--- config.mk ---
export PLATFORM = sky130hd
export DESIGN_NAME = reaction_timer_mp
export DESIGN_NICKNAME = d
export VERILOG_FILES = /design/src/rtl/reaction_timer_mp.sv
export SDC_FILE = /design/constraint.sdc
export NUM_CORES = 1
export LEC_CHECK = 0
export ABC_AREA = 1
export CORE_MARGIN = 3
export CORE_UTILIZATION = 46
export DETAILED_ROUTE_END_ITERATION = 12
export GPL_TIMING_DRIVEN = 0
export PLACE_DENSITY = 0.72
export SYNTH_ARGS = -nofsm -noshare
export SYNTH_HDL_FRONTEND = slang
export SYNTH_SLANG_ARGS = --single-unit
--- constraint.sdc ---
create_clock -name clk -period 2.4 [get_ports clk]
set_input_delay 0.36 -clock clk [delete_from_list [all_inputs] [get_ports clk]]
set_output_delay 0.36 -clock clk [all_outputs]
set_load 0.1 [all_outputs]
--- src/rtl/reaction_timer_mp.sv ---
// Multi-player reaction timer: random PREP delay, BCD ms timing, false-start/timeout detection, best-time tracking.
// All outputs registered; state moves one clk after its cause. No backpressure: inputs are one-cycle pulses.
module reaction_timer_mp #(
  parameter int PLAYERS    = 2,
  parameter int DIGITS     = 4,
  parameter int TICK_DIV   = 100000,
  parameter int TIMEOUT_MS = 9999,
  parameter int FAIL_MS    = 3000,
  parameter int RESULT_MS  = 10000,
  parameter int SHOW_MS    = 3000
) (
  input  logic                  clk,
  input  logic                  reset,
  input  logic                  start,
  input  logic [PLAYERS-1:0]    stop,
  input  logic                  show_best,
  input  logic [12:0]           rand_delay,
  output logic [2:0]            state,
  output logic [4*DIGITS-1:0]   disp_bcd,
  output logic [1:0]            disp_player,
  output logic [1:0]            fault,
  output logic                  best_valid,
  output logic [15:0]           led
);

  localparam int BW   = 4 * DIGITS;
  localparam int PW   = (TICK_DIV > 1) ? $clog2(TICK_DIV) : 1;
  localparam int M1   = (FAIL_MS > RESULT_MS) ? FAIL_MS : RESULT_MS;
  localparam int M2   = (M1 > SHOW_MS) ? M1 : SHOW_MS;
  localparam int MAXD = (M2 > 8191) ? M2 : 8191;
  localparam int CW   = $clog2(MAXD + 1);

  typedef enum logic [2:0] {
    S_IDLE   = 3'b000,
    S_PREP   = 3'b001,
    S_TEST   = 3'b011,
    S_RESULT = 3'b010,
    S_FAIL   = 3'b100,
    S_BEST   = 3'b101,
    S_NULL   = 3'b110
  } state_t;

  function automatic logic [4*DIGITS-1:0] to_bcd(input int v);
    int r;
    r = v;
    to_bcd = '0;
    for (int i = 0; i < DIGITS; i++) begin
      to_bcd[4*i +: 4] = 4'(r % 10);
      r = r / 10;
    end
  endfunction

  function automatic logic [4*DIGITS-1:0] bcd_inc(input logic [4*DIGITS-1:0] v);
    logic c;
    c = 1'b1;
    bcd_inc = v;
    for (int i = 0; i < DIGITS; i++) begin
      if (c) begin
        if (v[4*i +: 4] == 4'd9) begin
          bcd_inc[4*i +: 4] = 4'd0;
        end else begin
          bcd_inc[4*i +: 4] = v[4*i +: 4] + 4'd1;
          c = 1'b0;
        end
      end
    end
  endfunction

  // Lowest-numbered pressed button wins simultaneous presses.
  function automatic logic [1:0] low_idx(input logic [PLAYERS-1:0] s);
    low_idx = 2'd0;
    for (int i = PLAYERS - 1; i >= 0; i--) begin
      if (s[i]) low_idx = 2'(i);
    end
  endfunction

  localparam logic [BW-1:0] TIMEOUT_BCD = to_bcd(TIMEOUT_MS);

  state_t          cur, nxt;
  logic [PW-1:0]   presc, presc_n;
  logic [CW-1:0]   cnt, cnt_n;
  logic [BW-1:0]   elapsed, elapsed_n;
  logic [BW-1:0]   best, best_n;
  logic [1:0]      best_player, bp_n;
  logic [BW-1:0]   disp_n;
  logic [1:0]      dp_n, fault_n;
  logic            bv_n, entry, tick;
  logic [15:0]     led_n;

  assign state = cur;

  always_ff @(posedge clk) begin
    if (!reset) cur <= S_IDLE;
    else        cur <= nxt;
  end

  always_comb begin
    tick      = (presc == PW'(TICK_DIV - 1));
    nxt       = cur;
    cnt_n     = cnt;
    elapsed_n = elapsed;
    disp_n    = disp_bcd;
    dp_n      = disp_player;
    fault_n   = fault;
    led_n     = led;
    best_n    = best;
    bp_n      = best_player;
    bv_n      = best_valid;

    case (cur)
      S_IDLE: begin
        if (start) begin
          nxt = S_PREP;
        end else if (show_best) begin
          nxt = best_valid ? S_BEST : S_NULL;
        end else if (tick) begin
          // cnt counts ms up to one 125 ms animation step
          if (cnt == CW'(124)) begin
            cnt_n = '0;
            led_n = (led == 16'hFFFF) ? 16'h0180 : (led | (led << 1) | (led >> 1));
          end else begin
            cnt_n = cnt + CW'(1);
          end
        end
      end
      S_PREP: begin
        if (|stop) begin
          nxt     = S_FAIL;
          fault_n = 2'b01;
          dp_n    = low_idx(stop);
        end else if (cnt == '0) begin
          nxt = S_TEST;
        end else if (tick) begin
          cnt_n = cnt - CW'(1);
        end
      end
      S_TEST: begin
        if (|stop) begin
          nxt    = S_RESULT;
          disp_n = elapsed;
          dp_n   = low_idx(stop);
        end else if (elapsed == TIMEOUT_BCD) begin
          nxt     = S_FAIL;
          fault_n = 2'b10;
          dp_n    = 2'd0;
        end else if (tick) begin
          elapsed_n = bcd_inc(elapsed);
        end
      end
      S_RESULT: begin
        if (entry && (!best_valid || disp_bcd < best)) begin
          best_n = disp_bcd;
          bp_n   = disp_player;
          bv_n   = 1'b1;
        end
        if (show_best)          nxt = S_BEST;
        else if (cnt == '0)     nxt = S_IDLE;
        else if (tick)          cnt_n = cnt - CW'(1);
      end
      S_FAIL, S_BEST, S_NULL: begin
        if (cnt == '0)  nxt = S_IDLE;
        else if (tick)  cnt_n = cnt - CW'(1);
      end
      default: nxt = S_IDLE;
    endcase

    // Per-state setup applied on the transition edge
    if (nxt != cur) begin
      if (nxt != S_FAIL) fault_n = 2'b00;
      case (nxt)
        S_IDLE:   begin led_n = 16'h0180; cnt_n = '0; end
        S_PREP:   begin led_n = '0; cnt_n = CW'(rand_delay); end
        S_TEST:   begin led_n = 16'hFFFF; elapsed_n = '0; end
        S_RESULT: begin led_n = '0; cnt_n = CW'(RESULT_MS); end
        S_FAIL:   begin led_n = '0; cnt_n = CW'(FAIL_MS); end
        S_BEST:   begin led_n = '0; cnt_n = CW'(SHOW_MS); disp_n = best_n; dp_n = bp_n; end
        S_NULL:   begin led_n = '0; cnt_n = CW'(SHOW_MS); disp_n = '1; dp_n = 2'd0; end
        default:  ;
      endcase
    end

    presc_n = ((nxt != cur) || tick) ? '0 : presc + PW'(1);
  end

  always_ff @(posedge clk) begin
    if (!reset) begin
      presc       <= '0;
      cnt         <= '0;
      elapsed     <= '0;
      best        <= {DIGITS{4'h9}};
      best_player <= 2'd0;
      best_valid  <= 1'b0;
      disp_bcd    <= '0;
      disp_player <= 2'd0;
      fault       <= 2'b00;
      led         <= 16'h0180;
      entry       <= 1'b0;
    end else begin
      presc       <= presc_n;
      cnt         <= cnt_n;
      elapsed     <= elapsed_n;
      best        <= best_n;
      best_player <= bp_n;
      best_valid  <= bv_n;
      disp_bcd    <= disp_n;
      disp_player <= dp_n;
      fault       <= fault_n;
      led         <= led_n;
      entry       <= (nxt != cur);
    end
  end

endmodule

==> run metrics, run 1 <==
leading cell types in the layout, fill and taps excluded nand2_1 (239), nor2_1 (131), inv_1 (118), nand3_1 (89), dfxtp_1 (86); cts bufs inserted 9; Setup Skew 4.664 ps; Worst Hold Endpoint presc[0]$_SDFF_PP0_; reg2reg end fault[0]$_SDFF_PN0_; drt pass-1 iters 7; post-DR vias/cell 5.364; Leak Pwr 3.563 nW; nets 1161; Reg2Reg Launch Point cnt[1]$_SDFF_PN0_; CTS root buf clkbuf_16; clk buf depth 2; Fillers 1336; drt total wl 19.60 mm; Setup TNS Final 0 ps; clock share of power 23.0%; hold wc startpoint presc[0]$_SDFF_PP0_; Clock transition at path regs 70 ps; antenna-violating nets left 0; io pins 59; first-pass GRT wire length 31.39 mm; kind of start point of the critical path register; worst path arrival time 2000 ps; CP endpoint kind output port; share of post-route cells with drive strength above 1 13.39%; Post-Syn Area 6506 um^2; Worst Path Buf+Inv 1; largest net degree at the start of global routing 18; Tcrit/Tclk final 98.17%; Top Family by Delay on Critical Path buffers and inverters; syn_nets 1078; Hold Crit Class register to register; r2r setup slk 120 ps; Syn. warnings 0; total core area 13560 um^2; Initial Util 47.99%; number of core rows 42; share of the synthesized area in the top cell type 32.62%; crit-path max FO 5; Int Power 3.937 mW; CP max stage cell clkdlybuf4s50_1; WHS Path Cells 1; Power Density 904.8 nW/um^2; crit path kind register to output port; worst-case vdd ir drop 0.0004917 V; Sink Count 106; DR iter-0 viols 597; Final HPWL DP 14.08 mm; Syn-to-layout area delta 23.77%; final core utilization 59.39%; die area 15610 um^2; Die Span Y 124.9 um; CTS tree yes; ranking of synthesized cells by area dfxtp_1 (33%), nand2_1 (15%), nor2_1 (8.1%), nand3_1 (7.1%), inv_1 (7.0%); share of power burned in registers 30.6%; vias 6995; Slew Limit Fails 0; worst path required time 2040 ps; combinational share of power 46.4%; syn_area_per_cell 6.256 um^2; antenna diode count 0; max incr delay on CP 1180 ps; Slew headroom 31.07%; status complete, no violations; initial antenna violation count 0; Worst-Skew Late Latency 360 ps; gp weighted congestion 0.9419; worst-case reg-to-reg path depth 15; Yosys reg bits 106; number of synthesized flops with an enable pin 0; Sw Share 45.97%; DRC 0; sequential area share after synthesis 32.62%; Yosys cell types 36; vias in the first global route 6176; critical path cell sequence clkdlybuf4s50_1; slew at the pin closest to its max-slew limit 1031 ps; asr flop ratio synth 0%; Power Total 7.286 mW; Avg WL per Cell 15.03 um; gr ovfl total 0; f_max 424.4 MHz; setup violators final 0; post-route minimum period 2356 ps; H-tree depth 3; port bufs 58; Hold-fix buffers, CTS 0; most common cell after layout, fill and taps aside nand2_1; cell taking the most area after synthesis dfxtp_1; RSZ-0062 raised after global routing true; Sw Pwr 3.350 mW; total global-route track usage 24.43%; Worst path depth 1; Max Cap Violations 0; Fin. Hold Viols 0; Post-Synthesis Cells 1040; most used flip-flop cell after synthesis dfxtp_1; overall die width 124.9 um
==> through the flow <==
step	hold slack, ps	worst slack (ps)	std cells	instance area, um^2
global placement	443.3	-594.2	1274	7356
finish	461.8	43.84	1304	8053
detailed placement	449.9	-578.6	1274	7356
global route	492.4	-14.11	1304	8053
floorplan	429.5	26.04	1040	6555
CTS	464.9	4.157	1290	7772
==> power groups by stage <==
stage / Combinational [mW] / Clock [mW] / Sequential (mW)
6_report: 3.38 / 1.67 / 2.23
5_1_grt: 3.69 / 1.74 / 2.26
4_1_cts: 3.16 / 1.69 / 2.21
3_5_place_dp: 3.09 / 0 / 2.25
3_3_place_gp: 3.07 / 0 / 2.25
2_1_floorplan: 1.66 / 0 / 2.86
==> Yosys cell counts (3+ instances only) <==
cell and n:
nand2_1 252, nor2_1 141, inv_1 122, dfxtp_1 106
nand3_1 92, o21ai_0 75, a21oi_1 55, nor3_1 32
nand4_1 20, ha_1 19, clkbuf_1 16, inv_2 15
nor2_2 14, xor2_1 11, nand2_2 8, a31oi_1 6
buf_2 6, nand3b_1 6, o211ai_1 6, or2_2 6
nand3_2 4, nor2_4 4, nor4_1 3, o22ai_1 3
==> what timing repair did <==
action                     CTS  global route
setup endpoints to repair   69            70
buffers inserted             0            14
pin swaps                    1            10
gates resized for setup     21            60
==> state kept, by name (all words and copies together), names as in the netlist <==
| register | count |
|---|---|
| disp_player | 2 |
| entry | 1 |
| fault | 2 |
| best_valid | 1 |
| led | 16 |
| disp_bcd | 16 |
| cnt | 14 |
| state | 3 |
| best | 16 |
| presc | 17 |
| elapsed | 16 |
| best_player | 2 |
==> layout make-up <==
cell class                      instances  area (um^2)  area share (%)
Multi-Input combinational cell        771         3966           49.25
Sequential cell                       106         2175           27.00
Timing Repair Buffer                   72        690.7           8.577
Inverter                              137        514.2           6.386
Clock buffer                           12        289.0           3.589
Tap cell                              176        220.2           2.735
Buffer                                 26        147.6           1.833
Clock inverter                          4        50.05          0.6215
==> routing by layer <==
metal	global-route usage, %	up-vias	part of all wire (%)
met5	0	-	0
met4	6.378	0	1.1
met3	4.222	18	7.1
met2	36.35	252	43
met1	36.61	3176	48
li1	-	3549	-
==> cell families after synthesis <==
kind of cell,Yosys count,share of synthesized area (%)
AND/OR/NAND/NOR,584,39.42
buffers and inverters,163,9.865
AO/OA/AOI/OAI,157,12.96
flip-flops,106,32.62
adder cells (fa/ha/maj),19,3.654
XOR/XNOR,11,1.481
==> worst max-delay path by stage <==
| stage | from | endpoint | slack, ps |
|---|---|---|---|
| 2_1_floorplan | disp_bcd[10]$_SDFF_PN0_ | disp_bcd[14]$_SDFF_PN0_ | 30 |
| 3_3_place_gp | stop[1] | cnt[12]$_SDFF_PN0_ | -590 |
| 3_5_place_dp | stop[1] | cnt[12]$_SDFF_PN0_ | -580 |
| 4_1_cts | disp_bcd[7]$_SDFF_PN0_ | disp_bcd[13]$_SDFF_PN0_ | 4 |
| 5_1_grt | state[1]$_SDFF_PN0_ | led[13]$_SDFF_PN0_ | -10 |
| 6_report | led[2]$_SDFF_PN0_ | led[2] | 40 |
No activity file was read; power rests on OpenSTA's default activity.
==> inputs of run 2 (changes only) <==
--- a/config.mk
+++ b/config.mk
@@ -7,10 +7,10 @@
 export LEC_CHECK = 0
 export ABC_AREA = 1
 export CORE_MARGIN = 3
-export CORE_UTILIZATION = 46
+export CORE_UTILIZATION = 58
 export DETAILED_ROUTE_END_ITERATION = 12
 export GPL_TIMING_DRIVEN = 0
-export PLACE_DENSITY = 0.72
+export PLACE_DENSITY = 0.86
 export SYNTH_ARGS = -nofsm -noshare
 export SYNTH_HDL_FRONTEND = slang
 export SYNTH_SLANG_ARGS = --single-unit
==> run 2 against run 1 <==
  * Design area shrank 1.5%
  * Global-route usage grew 5.3 points
  * Cell count shrank 2.3%
  * First-iteration DRC count grew 17%
  * Worst hold slack lost 9.7 ps
  * Sequential share of layout area grew 0.47 points
  * Die area shrank 20%
  * Via count grew 4.0%
  * Wire length shrank 1.7%
  * Fmax shrank 0.30%
  * Largest cell class unchanged
  * Clock power shrank 29%
  * Worst setup slack lost 7.0 ps
==> run metrics, run 2 (synthesis results as in run 1) <==
fin area 7933 um^2; Most flops, register presc; post-DR vias/cell 5.713; CP endpoint kind output port; CTS tree yes; Worst-Skew Late Latency 400 ps; fin worst setup slack 36.86 ps; most common cell after layout, fill and taps aside nand2_1; status complete, no violations; share of power burned in registers 32.7%; crit-path max FO 5; number of core rows 38; Slew headroom 34.90%; total core area 10890 um^2; Leak Pwr 3.630 nW; gp weighted congestion 0.9465; Slew Limit Fails 0; Worst Path Buf+Inv 1; Fin. Hold Viols 0; largest net degree at the start of global routing 17; leading cell types in the layout, fill and taps excluded nand2_1 (241), nor2_1 (130), inv_1 (120), nand3_1 (90), dfxtp_1 (80); number of flip-flops in the largest register 17; Final HPWL DP 13.64 mm; antenna diode count 0; clk buf depth 2; slew at the pin closest to its max-slew limit 973.4 ps; Max Cap Violations 0; CTS root buf clkbuf_8; DR iter-0 viols 699; Die Span Y 111.9 um; share of post-route cells with drive strength above 1 14.29%; total global-route track usage 29.78%; initial antenna violation count 0; port bufs 58; antenna-violating nets left 0; Sw Share 48.27%; io pins 59; CP max stage cell clkdlybuf4s50_1; worst path arrival time 2000 ps; max incr delay on CP 1170 ps; worst path required time 2040 ps; f_max 423.2 MHz; Initial Util 59.76%; worst-case vdd ir drop 0.0006177 V; Int Power 3.519 mW; combinational share of power 49.9%; Top Family by Delay on Critical Path buffers and inverters; Hold Crit Class register to register; Sink Count 106; Syn-to-layout area delta 21.92%; Power Total 6.803 mW; Avg WL per Cell 15.12 um; Power Density 857.5 nW/um^2; drt pass-1 iters 5; post-route minimum period 2363 ps; final core utilization 72.86%; Sw Pwr 3.283 mW; overall die width 111.9 um; nets 1167; Placement Setup Slack -588.2 ps; clock share of power 17.4%; kind of start point of the critical path register; drt total wl 19.27 mm; DRC 0; setup violators final 0; first-pass GRT wire length 30.82 mm; vias 7278; crit path kind register to output port; cts bufs inserted 9; critical path cell sequence clkdlybuf4s50_1; gr ovfl total 0; Setup Skew 14.55 ps; vias in the first global route 6657; H-tree depth 3; RSZ-0062 raised after global routing true; area post-placement 7311 um^2; die area 12530 um^2; Clock transition at path regs 100 ps; Tcrit/Tclk final 98.46%
[run 2: power groups by stage]
stage	Combinational [mW]	Sequential, mW	Clock, mW
floorplan	1.66	2.86	0
global placement	3.02	2.24	0
detailed placement	3.05	2.25	0
CTS	3.09	2.21	1.18
global route	3.66	2.25	1.26
finish	3.39	2.23	1.18
[run 2: what timing repair did]
item	4_1_cts	5_1_grt
cloned	0	1
hold buffers	0	0
endpoints found under the setup margin	65	76
pin swaps	1	8
setup buffers	0	19
resized for setup	16	75
[run 2: worst paths after layout]
kind | startpoint | endpoint | slack (ps) | cells after the start
max | led[1]$_SDFF_PN0_ | led[1] | 40 | 1
max reg2reg | elapsed[12]$_SDFF_PN0_ | cnt[13]$_SDFF_PN0_ | 90 | 14
min reg2reg | presc[0]$_SDFF_PP0_ | presc[0]$_SDFF_PP0_ | 450 | 1
min | presc[0]$_SDFF_PP0_ | presc[0]$_SDFF_PP0_ | 450 | 1
[run 2: stage by stage]
stage / instances / setup TNS, ps / hold slack (ps)
finish: 1274 / 0 / 452.1
global route: 1274 / -447.2 / 477.6
CTS: 1254 / -8.446 / 471.8
detailed placement: 1238 / -29840 / 457.2
global placement: 1238 / -28020 / 447.0
floorplan: 1040 / 0 / 429.5
[run 2: final cells by class]
| type | instances | area, um^2 |
|---|---|---|
| Multi-Input combinational cell | 771 | 3968 |
| Timing Repair Buffer | 78 | 740.7 |
| Tap cell | 140 | 175.2 |
| Sequential cell | 106 | 2180 |
| Buffer | 26 | 146.4 |
| Fill cell | 891 | 2955 |
| Clock buffer | 13 | 190.2 |
| Clock inverter | 3 | 18.77 |
| Inverter | 137 | 514.2 |
[run 2: metal layers]
layer / track usage, % / vias to the layer above / wire length [um]
met5: 0 / - / 0
met4: 14.68 / 0 / 750
met3: 4.674 / 69 / 1471
met2: 49.48 / 345 / 9016
met1: 37.59 / 3296 / 8030
li1: - / 3568 / -
==> inputs of run 3 (changes only) <==
--- a/config.mk
+++ b/config.mk
@@ -6,11 +6,14 @@
 export NUM_CORES = 1
 export LEC_CHECK = 0
 export ABC_AREA = 1
+export CELL_PAD_IN_SITES_DETAIL_PLACEMENT = 1
+export CELL_PAD_IN_SITES_GLOBAL_PLACEMENT = 2
 export CORE_MARGIN = 3
-export CORE_UTILIZATION = 58
+export CORE_UTILIZATION = 31
 export DETAILED_ROUTE_END_ITERATION = 12
 export GPL_TIMING_DRIVEN = 0
-export PLACE_DENSITY = 0.86
+export PLACE_DENSITY = 0.85
+export REMOVE_ABC_BUFFERS = 1
 export SYNTH_ARGS = -nofsm -noshare
 export SYNTH_HDL_FRONTEND = slang
 export SYNTH_SLANG_ARGS = --single-unit
==> constraint.sdc (replaced) <==
create_clock -name clk -period 2.4 [get_ports clk]
set_input_delay 0.48 -clock clk [delete_from_list [all_inputs] [get_ports clk]]
set_output_delay 0.48 -clock clk [all_outputs]
set_load 0.1 [all_outputs]
==> run 3 against run 2 <==
  * Clock power increased by 20%
  * Wire length rose by 13%
  * Critical path type is now input pin to register
  * Via count is 4.6% lower
  * Sequential power about the same
==> run metrics, run 3 (synthesis results as in run 1) <==
max incr delay on CP 470 ps; clk buf depth 2; placed insts 1342; slew at the pin closest to its max-slew limit 984.2 ps; reg2reg end fault[1]$_SDFF_PN0_; Initial Util 31.85%; nets 1165; Hold WS 465.8 ps; Die Span Y 150.9 um; Final HPWL DP 15.14 mm; antenna-violating nets left 0; final core utilization 40.63%; CP endpoint kind register; kind of start point of the critical path input pin; Leak Pwr 3.815 nW; vias 6940; port bufs 58; most common cell after layout, fill and taps aside nand2_1; Hold Crit Class register to register; total global-route track usage 18.93%; Worst setup endpoint cnt[8]$_SDFF_PN0_; Reg2Reg Launch Point cnt[1]$_SDFF_PN0_; cts bufs inserted 9; io pins 59; crit-path max FO 5; number of flip-flops in the largest register 17; gr ovfl total 0; Clock transition at path regs 70 ps; CP Launch Point stop[0]; die area 22760 um^2; DR iter-0 viols 294; worst path arrival time 2630 ps; DRC 0; H-tree depth 3; gp weighted congestion 0.8558; share of post-route cells with drive strength above 1 15.12%; Worst Path Buf+Inv 6; Fin. Hold Viols 0; Worst-Skew Late Latency 360 ps; post-route minimum period 2376 ps; CTS tree yes; vias in the first global route 6661; number of core rows 52; leading cell types in the layout, fill and taps excluded nand2_1 (235), nor2_1 (127), inv_1 (118), dfxtp_1 (100), nand3_1 (87); post-DR vias/cell 4.954; worst path required time 2650 ps; Setup Skew 12.80 ps; f_max 420.9 MHz; Tcrit/Tclk final 98.99%; total core area 20430 um^2; Worst path depth 16; Sink Count 106; Syn-to-layout area delta 27.58%; fin area 8300 um^2; overall die width 150.9 um; drt pass-1 iters 4; CP max stage cell clkdlybuf4s50_1; non-filler cells, final 1401; status complete, no violations; Top Family by Delay on Critical Path buffers and inverters; largest net degree at the start of global routing 40; Slew headroom 34.18%; CP most frequent cell nor2_4; CTS root buf clkbuf_16; Most flops, register presc; worst-case reg-to-reg path depth 15; critical path cell sequence clkdlybuf4s50_1 -> nor2_4 -> clkinv_4 -> buf_12 -> nand2_8 -> o21ai_2 -> inv_1 -> nand2_1 -> nand2_2 -> nand3_4 -> nor2_4 -> buf_4 -> nor2_4 -> buf_4 -> nor2_1 -> nor2_1; r2r setup slk 110 ps; Hold-fix buffers, CTS 0; first-pass GRT wire length 34.37 mm; Slew Limit Fails 0; initial antenna violation count 0; setup violators final 0; Fillers 2664; Avg WL per Cell 15.60 um; Power Density 876.9 nW/um^2; Setup TNS Final 0 ps; crit path kind input pin to register; worst-case vdd ir drop 0.0003910 V; Max Cap Violations 0; drt total wl 21.85 mm; area post-placement 7292 um^2; antenna diode count 0
==> run 3: worst register-to-register path: stages, from the launching register on <==
cell and delay (ps):
dfxtp_2 340, inv_1 100, ha_1 180, nand2_1 70, nor2_2 150, nand2_4 130, nand2_1 90, nand2_1 50
nand2_1 110, nand2_2 70, nand2_1 100, nand2_4 90, buf_12 130, nor2_4 300, o21ai_0 140, nor2_1 170
==> run 3: final cells by class <==
cell class	count	area, um^2	share of cell area (%)
multi-input cells	775	4135	49.82
flip-flops and latches	106	2130	25.66
repair buffers	98	905.9	10.91
inverters	137	521.8	6.286
well taps	270	337.8	4.070
clock buffers	10	229.0	2.759
clock inverters	5	41.29	0.4974
==> run 3: metrics by stage <==
step                      worst slack, ps  total power [mW]
after floorplan                    -782.5             4.401
after global placement              -1775             5.267
after detailed placement            -1741             5.287
after CTS                           4.423             7.009
after global routing               -44.80             7.777
final                               24.23             7.279
==> run 3: how the worst min path moves through the flow <==
stage                      startpoint                     end  slack [ps]  depth (start not counted)
2_1_floorplan     presc[0]$_SDFF_PP0_     presc[0]$_SDFF_PP0_         430                          1
3_3_place_gp      presc[0]$_SDFF_PP0_     presc[0]$_SDFF_PP0_         440                          1
3_5_place_dp      presc[0]$_SDFF_PP0_     presc[0]$_SDFF_PP0_         450                          1
4_1_cts        elapsed[15]$_SDFF_PN0_  elapsed[15]$_SDFF_PN0_         470                          2
5_1_grt           presc[0]$_SDFF_PP0_     presc[0]$_SDFF_PP0_         490                          1
6_report          presc[0]$_SDFF_PP0_     presc[0]$_SDFF_PP0_         470                          1
==> run 3: power breakdown <==
| part | total, mW | internal, mW | switching (mW) |
|---|---|---|---|
| Clock | 1.42 | 0.709 | 0.711 |
| Combinational | 3.65 | 1.07 | 2.58 |
| Sequential | 2.21 | 1.96 | 0.246 |
==> run 3: layer usage <==
| layer | vias up | routed length, um | GRT usage, % |
|---|---|---|---|
| met1 | 3274 | 10760 | 26.19 |
| met4 | 0 | 370 | 5.485 |
| met2 | 87 | 10230 | 31.10 |
| li1 | 3556 | - | - |
| met5 | - | 0 | 0 |
| met3 | 23 | 493 | 2.184 |
==> run 3: timing repair <==
| action | 4_1_cts | 5_1_grt |
|---|---|---|
| cloned | 3 | 1 |
| setup endpoints to repair | 124 | 75 |
| gates resized for setup | 82 | 60 |
| pin swaps | 8 | 17 |
| setup buffers | 13 | 27 |
==> edit 1: new RTL, flow settings as in run 3 <==
The parameter `TIMEOUT_MS` goes from 9999 to 7499.
--- a/src/rtl/reaction_timer_mp.sv
+++ b/src/rtl/reaction_timer_mp.sv
@@ -4,7 +4,7 @@
   parameter int PLAYERS    = 2,
   parameter int DIGITS     = 4,
   parameter int TICK_DIV   = 100000,
-  parameter int TIMEOUT_MS = 9999,
+  parameter int TIMEOUT_MS = 7499,
   parameter int FAIL_MS    = 3000,
   parameter int RESULT_MS  = 10000,
   parameter int SHOW_MS    = 3000
Behaviour: no difference found for any inputs over 4 cycles, from zero or initial values and one cycle with reset low; that may be too few to reach the edited logic, so the function may still have changed.
==> edit 1 against run 3 <==
Critical path depth fell by 15; register-to-register slack better by 0.02 ns; utilization is 0.65 points lower; critical path type is now reg -> out; wire length grew 2.2%; first-iteration DRC count increased by 15%; worst setup slack improved by 0.025 ns; area after synthesis grew 3.5%; largest cell class unchanged; via count is 0.81% higher; sequential cell count unchanged; final area increased by 1.9%; non-clock buffer count shrank 6; clock skew down 0.0058 ns; power rose by 25%.
==> edit 1: results (changes against run 3) <==
| Metric | Value |
|---|---|
| Status | complete, no violations |
| Synth top cells by count | nand2_1, nor2_1, inv_1 |
| Post-Place Cells | 1346 (+0.30%) |
| # rows | 53 (+1.9%) |
| Global-route wire length before repair | 35.7 mm (+3.9%) |
| Share of flip-flops with an asynchronous set or reset | 0% (unchanged) |
| Post-Syn Area per Cell | 6.47 um2 (+3.5%) |
| Met1 WL | 11.1 mm (+3.4%) |
| Worst-case clock buffer depth | 2 (unchanged) |
| Storage cell area | 2150 um2 (+1.0%) |
| GR Layer Usage met2 | 29.5% (-1.6 points) |
| Non-Filler Instances | 1398 (-0.21%) |
| CP peak stage delay | 1.14 ns (+0.67 ns) |
| Critical path launch point | disp_bcd[3]$_SDFF_PN0_ |
| Initial DRC count | 339 (+15%) |
| Peak supply drop | 0.733 mV (+87%) |
| Area post-placement | 7500 um2 (+2.8%) |
| Share of cells above drive strength 1 | 18.4% (+3.3 points) |
| Clock Tree Root | clkbuf_16 |
| Met2 wire length | 10.3 mm (+0.63%) |
| Fillers | 2748 (+3.2%) |
| Worst min-delay path class | reg -> reg |
| Layout Nets | 1157 (-0.69%) |
| Via density | 5.00 (+1.0%) |
| Met3 wire len | 716 um (+45%) |
| Vias in the first global route | 6878 (+3.3%) |
| Crit path DAT | 1.87 ns (-0.76 ns) |
| CP max FO | 3 (-2) |
| Most flop-heavy register | presc |
| Min-Delay Path Depth | 1 (unchanged) |
| Worst flop-to-flop path startpoint | cnt[5]$_SDFF_PN0_ |
| Largest net degree at the start of global routing | 35 (-13%) |
| Combinational cell power | 5.06 mW (+39%) |
| Flop pwr share | 27.1% (-3.3 points) |
| Routed WL | 22.3 mm (+2.2%) |
| Fraction of the yosys area taken by sequential cells | 31.5% (-1.1 points) |
| Slew @ Worst Pin | 0.976 ns (-0.00821 ns) |
| Reg-to-reg endpoint | presc[8]$_SDFF_PP0_ |
| Total GRT Usage | 18.3% (-0.62 points) |
| Post-DP HPWL | 15.8 mm (+4.4%) |
| Flop-to-flop setup slack | 0.13 ns (+0.02 ns) |
| GPL Wtd Cong | 0.890 (+4.0%) |
| Met1 Usage GRT | 26.3% (+0.068 points) |
| Netlist cell types | 44 (+22%) |
| Grt met3 use | 2.32% (+0.14 points) |
| Final Cycle Share | 97.9% (-1.1 points) |
| Pre-CTS WS | -1.42 ns (+0.325 ns) |
| Crit path to | disp_bcd[3] |
| Post-CTS Setup Inserts | 12 (-1) |
| Synth top area cells | dfxtp_1, nand2_1, nor2_1 |
| FF-to-FF path depth | 14 (-1) |
| PostCTS Resize Cnt | 62 (-24%) |
| Leak Pwr | 3.94 nW (+3.3%) |
## edit 1: cell count changes after synthesis, moves of 6 or more
cell and delta:
nor2_4 +8, a21oi_2 +11, a21oi_1 -6, o21ai_0 +6, nand3_1 -25, inv_1 +12
nand2_1 -23
## edit 1: logic make-up after synthesis
family          share of synthesized area (%)
fa+ha+maj                                3.53
compound gates                           13.7
buf+inv                                  10.6
xor+xnor                                 1.95
simple gates                             38.7
flops                                    31.5
## edit 1: layout make-up
| class | instances | share of cell area [%] |
|---|---|---|
| timing repair buffer | 92 | 10.5 |
| tap | 275 | 4.07 |
| sequential | 106 | 25.4 |
| inverter | 149 | 6.86 |
| timing repair inverter | 1 | 0.0592 |
| clock inverter | 5 | 0.710 |
| clock buffer | 10 | 2.83 |
| multi-input combinational | 760 | 49.6 |
## edit 1: metrics by stage
stage	hold slack, ns	power [mW]
floorplan	0.418	5.85
global route	0.482	9.67
detailed placement	0.442	7.09
finish	0.450	9.09
global placement	0.429	7.04
CTS	0.460	8.84
==> edit 2: new RTL, config.mk and constraints of run 3 <==
Made on the original files. Register the output `led` once more, with the module's reset; this adds one clock of latency there. The other outputs are not delayed to match.
--- a/src/rtl/reaction_timer_mp.sv
+++ b/src/rtl/reaction_timer_mp.sv
@@ -40,6 +40,8 @@
     S_NULL   = 3'b110
   } state_t;
 
+  logic [15:0] led_s0;
+
   function automatic logic [4*DIGITS-1:0] to_bcd(input int v);
     int r;
     r = v;
@@ -102,7 +104,7 @@
     disp_n    = disp_bcd;
     dp_n      = disp_player;
     fault_n   = fault;
-    led_n     = led;
+    led_n     = led_s0;
     best_n    = best;
     bp_n      = best_player;
     bv_n      = best_valid;
@@ -117,7 +119,7 @@
           // cnt counts ms up to one 125 ms animation step
           if (cnt == CW'(124)) begin
             cnt_n = '0;
-            led_n = (led == 16'hFFFF) ? 16'h0180 : (led | (led << 1) | (led >> 1));
+            led_n = (led_s0 == 16'hFFFF) ? 16'h0180 : (led_s0 | (led_s0 << 1) | (led_s0 >> 1));
           end else begin
             cnt_n = cnt + CW'(1);
           end
@@ -193,7 +195,7 @@
       disp_bcd    <= '0;
       disp_player <= 2'd0;
       fault       <= 2'b00;
-      led         <= 16'h0180;
+      led_s0      <= 16'h0180;
       entry       <= 1'b0;
     end else begin
       presc       <= presc_n;
@@ -205,10 +207,18 @@
       disp_bcd    <= disp_n;
       disp_player <= dp_n;
       fault       <= fault_n;
-      led         <= led_n;
+      led_s0      <= led_n;
       entry       <= (nxt != cur);
     end
   end
 
+  always_ff @(posedge clk) begin
+    if (!reset) begin
+      led <= '0;
+    end else begin
+      led <= led_s0;
+    end
+  end
+
 endmodule
 
Function: changed (Yosys sat finds a counterexample within 4 cycles, from zero or initial values and one cycle with reset low).
==> edit 2 against run 3 <==
Area after synthesis increased by 8.2%; synthesized cell count increased by 6.0%; worst setup slack better by 0.034 ns; highest routed layer unchanged; critical endpoint is now led[15]; clock skew grew 0.0019 ns; largest cell class unchanged; maximum frequency is 1.4% higher; sequential cell count rose by 16; power up 18%; final area increased by 7.8%; non-clock buffer count decreased by 9; wire length grew 7.2%.
==> edit 2: results (changes against run 3) <==
| Metric | Value |
|---|---|
| Share of cells above drive strength 1 | 13.8% (-1.4 points) |
| Non-Filler Instances | 1479 (+5.6%) |
| CP peak stage delay | 1.12 ns (+0.65 ns) |
| Vias after detailed routing | 7336 (+5.7%) |
| Synth top area cells | dfxtp_1, nand2_1, nor2_1 |
| Vias in the first global route | 7376 (+11%) |
| Total GRT Usage | 19.5% (+0.58 points) |
| Sw Ratio | 45.3% (-3.3 points) |
| Post-CTS Setup Inserts | 17 (+4) |
| Fraction of the yosys area taken by sequential cells | 34.7% (+2.1 points) |
| H-tree depth | 4 (+1) |
| Status | complete, no violations |
| Area post-placement | 7850 um2 (+7.6%) |
| Initial DRC count | 349 (+19%) |
| Peak supply drop | 0.436 mV (+12%) |
| Crit path DAT | 1.86 ns (-0.77 ns) |
| Synthesized instance count | 1102 (+6.0%) |
| Skew final | 0.0147 ns (+0.00191 ns) |
| Total CTS buffers | 17 (+8) |
| GPL Wtd Cong | 0.892 (+4.3%) |
| Slew @ Worst Pin | 1.01 ns (+0.0215 ns) |
| PostCTS Resize Cnt | 51 (-38%) |
| Netlist cell types | 40 (+11%) |
| Later-pin clock latency in the skew report | 0.42 ns (+0.06 ns) |
| Post-DP HPWL | 16.5 mm (+8.9%) |
| Routed length per placed instance | 15.8 um (+1.6%) |
| Post-Place Cells | 1414 (+5.4%) |
| Largest net degree at the start of global routing | 46 (+15%) |
| Fillers | 2848 (+6.9%) |
| Layout Nets | 1224 (+5.1%) |
| Leak Pwr | 4.03 nW (+5.7%) |
| CP max FO | 1 (-4) |
| Pre-CTS WS | -1.94 ns (-0.195 ns) |
==> edit 2: cell types whose count changed after synthesis, moves of 9 or more <==
cell and delta:
nand3_1 -26, nor2_1 +23, nor3_1 -10, dfxtp_1 +16, a21oi_1 -9, inv_1 +34, o21ai_0 +17
==> edit 2: power by group through the flow <==
stage | sequential (mW) | clock (mW) | combinational, mW
floorplan | 3.10 | 0 | 1.60
global placement | 2.51 | 0 | 3.08
detailed placement | 2.52 | 0 | 3.11
CTS | 2.47 | 2.59 | 3.37
global route | 2.51 | 2.69 | 3.89
finish | 2.48 | 2.54 | 3.55
==> edit 2: area by class of cell <==
type,count,area (um2),area share [%]
Inverter,165,623,6.97
Tap cell,280,350,3.92
Sequential cell,122,2450,27.4
Clock buffer,17,425,4.76
Multi-Input combinational cell,791,4100,45.9
Timing Repair Buffer,89,840,9.39
Clock inverter,15,154,1.72
==> edit 2: worst paths after layout <==
check / start / slack [ns] / endpoint / cells after the start
setup / recovery: led[15]$_SDFF_PN0_ / 0.06 / led[15] / 1
hold / removal: led_s0[12]$_SDFF_PN0_ / 0.44 / led[12]$_SDFF_PN0_ / 2
setup reg to reg: cnt[7]$_SDFF_PN0_ / 0.14 / cnt[8]$_SDFF_PN0_ / 16
hold reg to reg: led_s0[12]$_SDFF_PN0_ / 0.44 / led[12]$_SDFF_PN0_ / 2
==> edit 2: layer usage <==
layer  up-vias  GRT usage, %  wire length [um]
met4         0          5.04               338
met2       114          32.5             11000
met5         -             0                 0
met1      3496          26.4             11500
li1       3703             -                 -
met3        23          3.13               565
==> edit 2: cell families after synthesis <==
logic type,Yosys count,synth area share [%]
xor+xnor,14,1.74
simple gates,591,37.0
buf+inv,192,10.7
compound gates,164,12.5
fa+ha+maj,19,3.38
flops,122,34.7
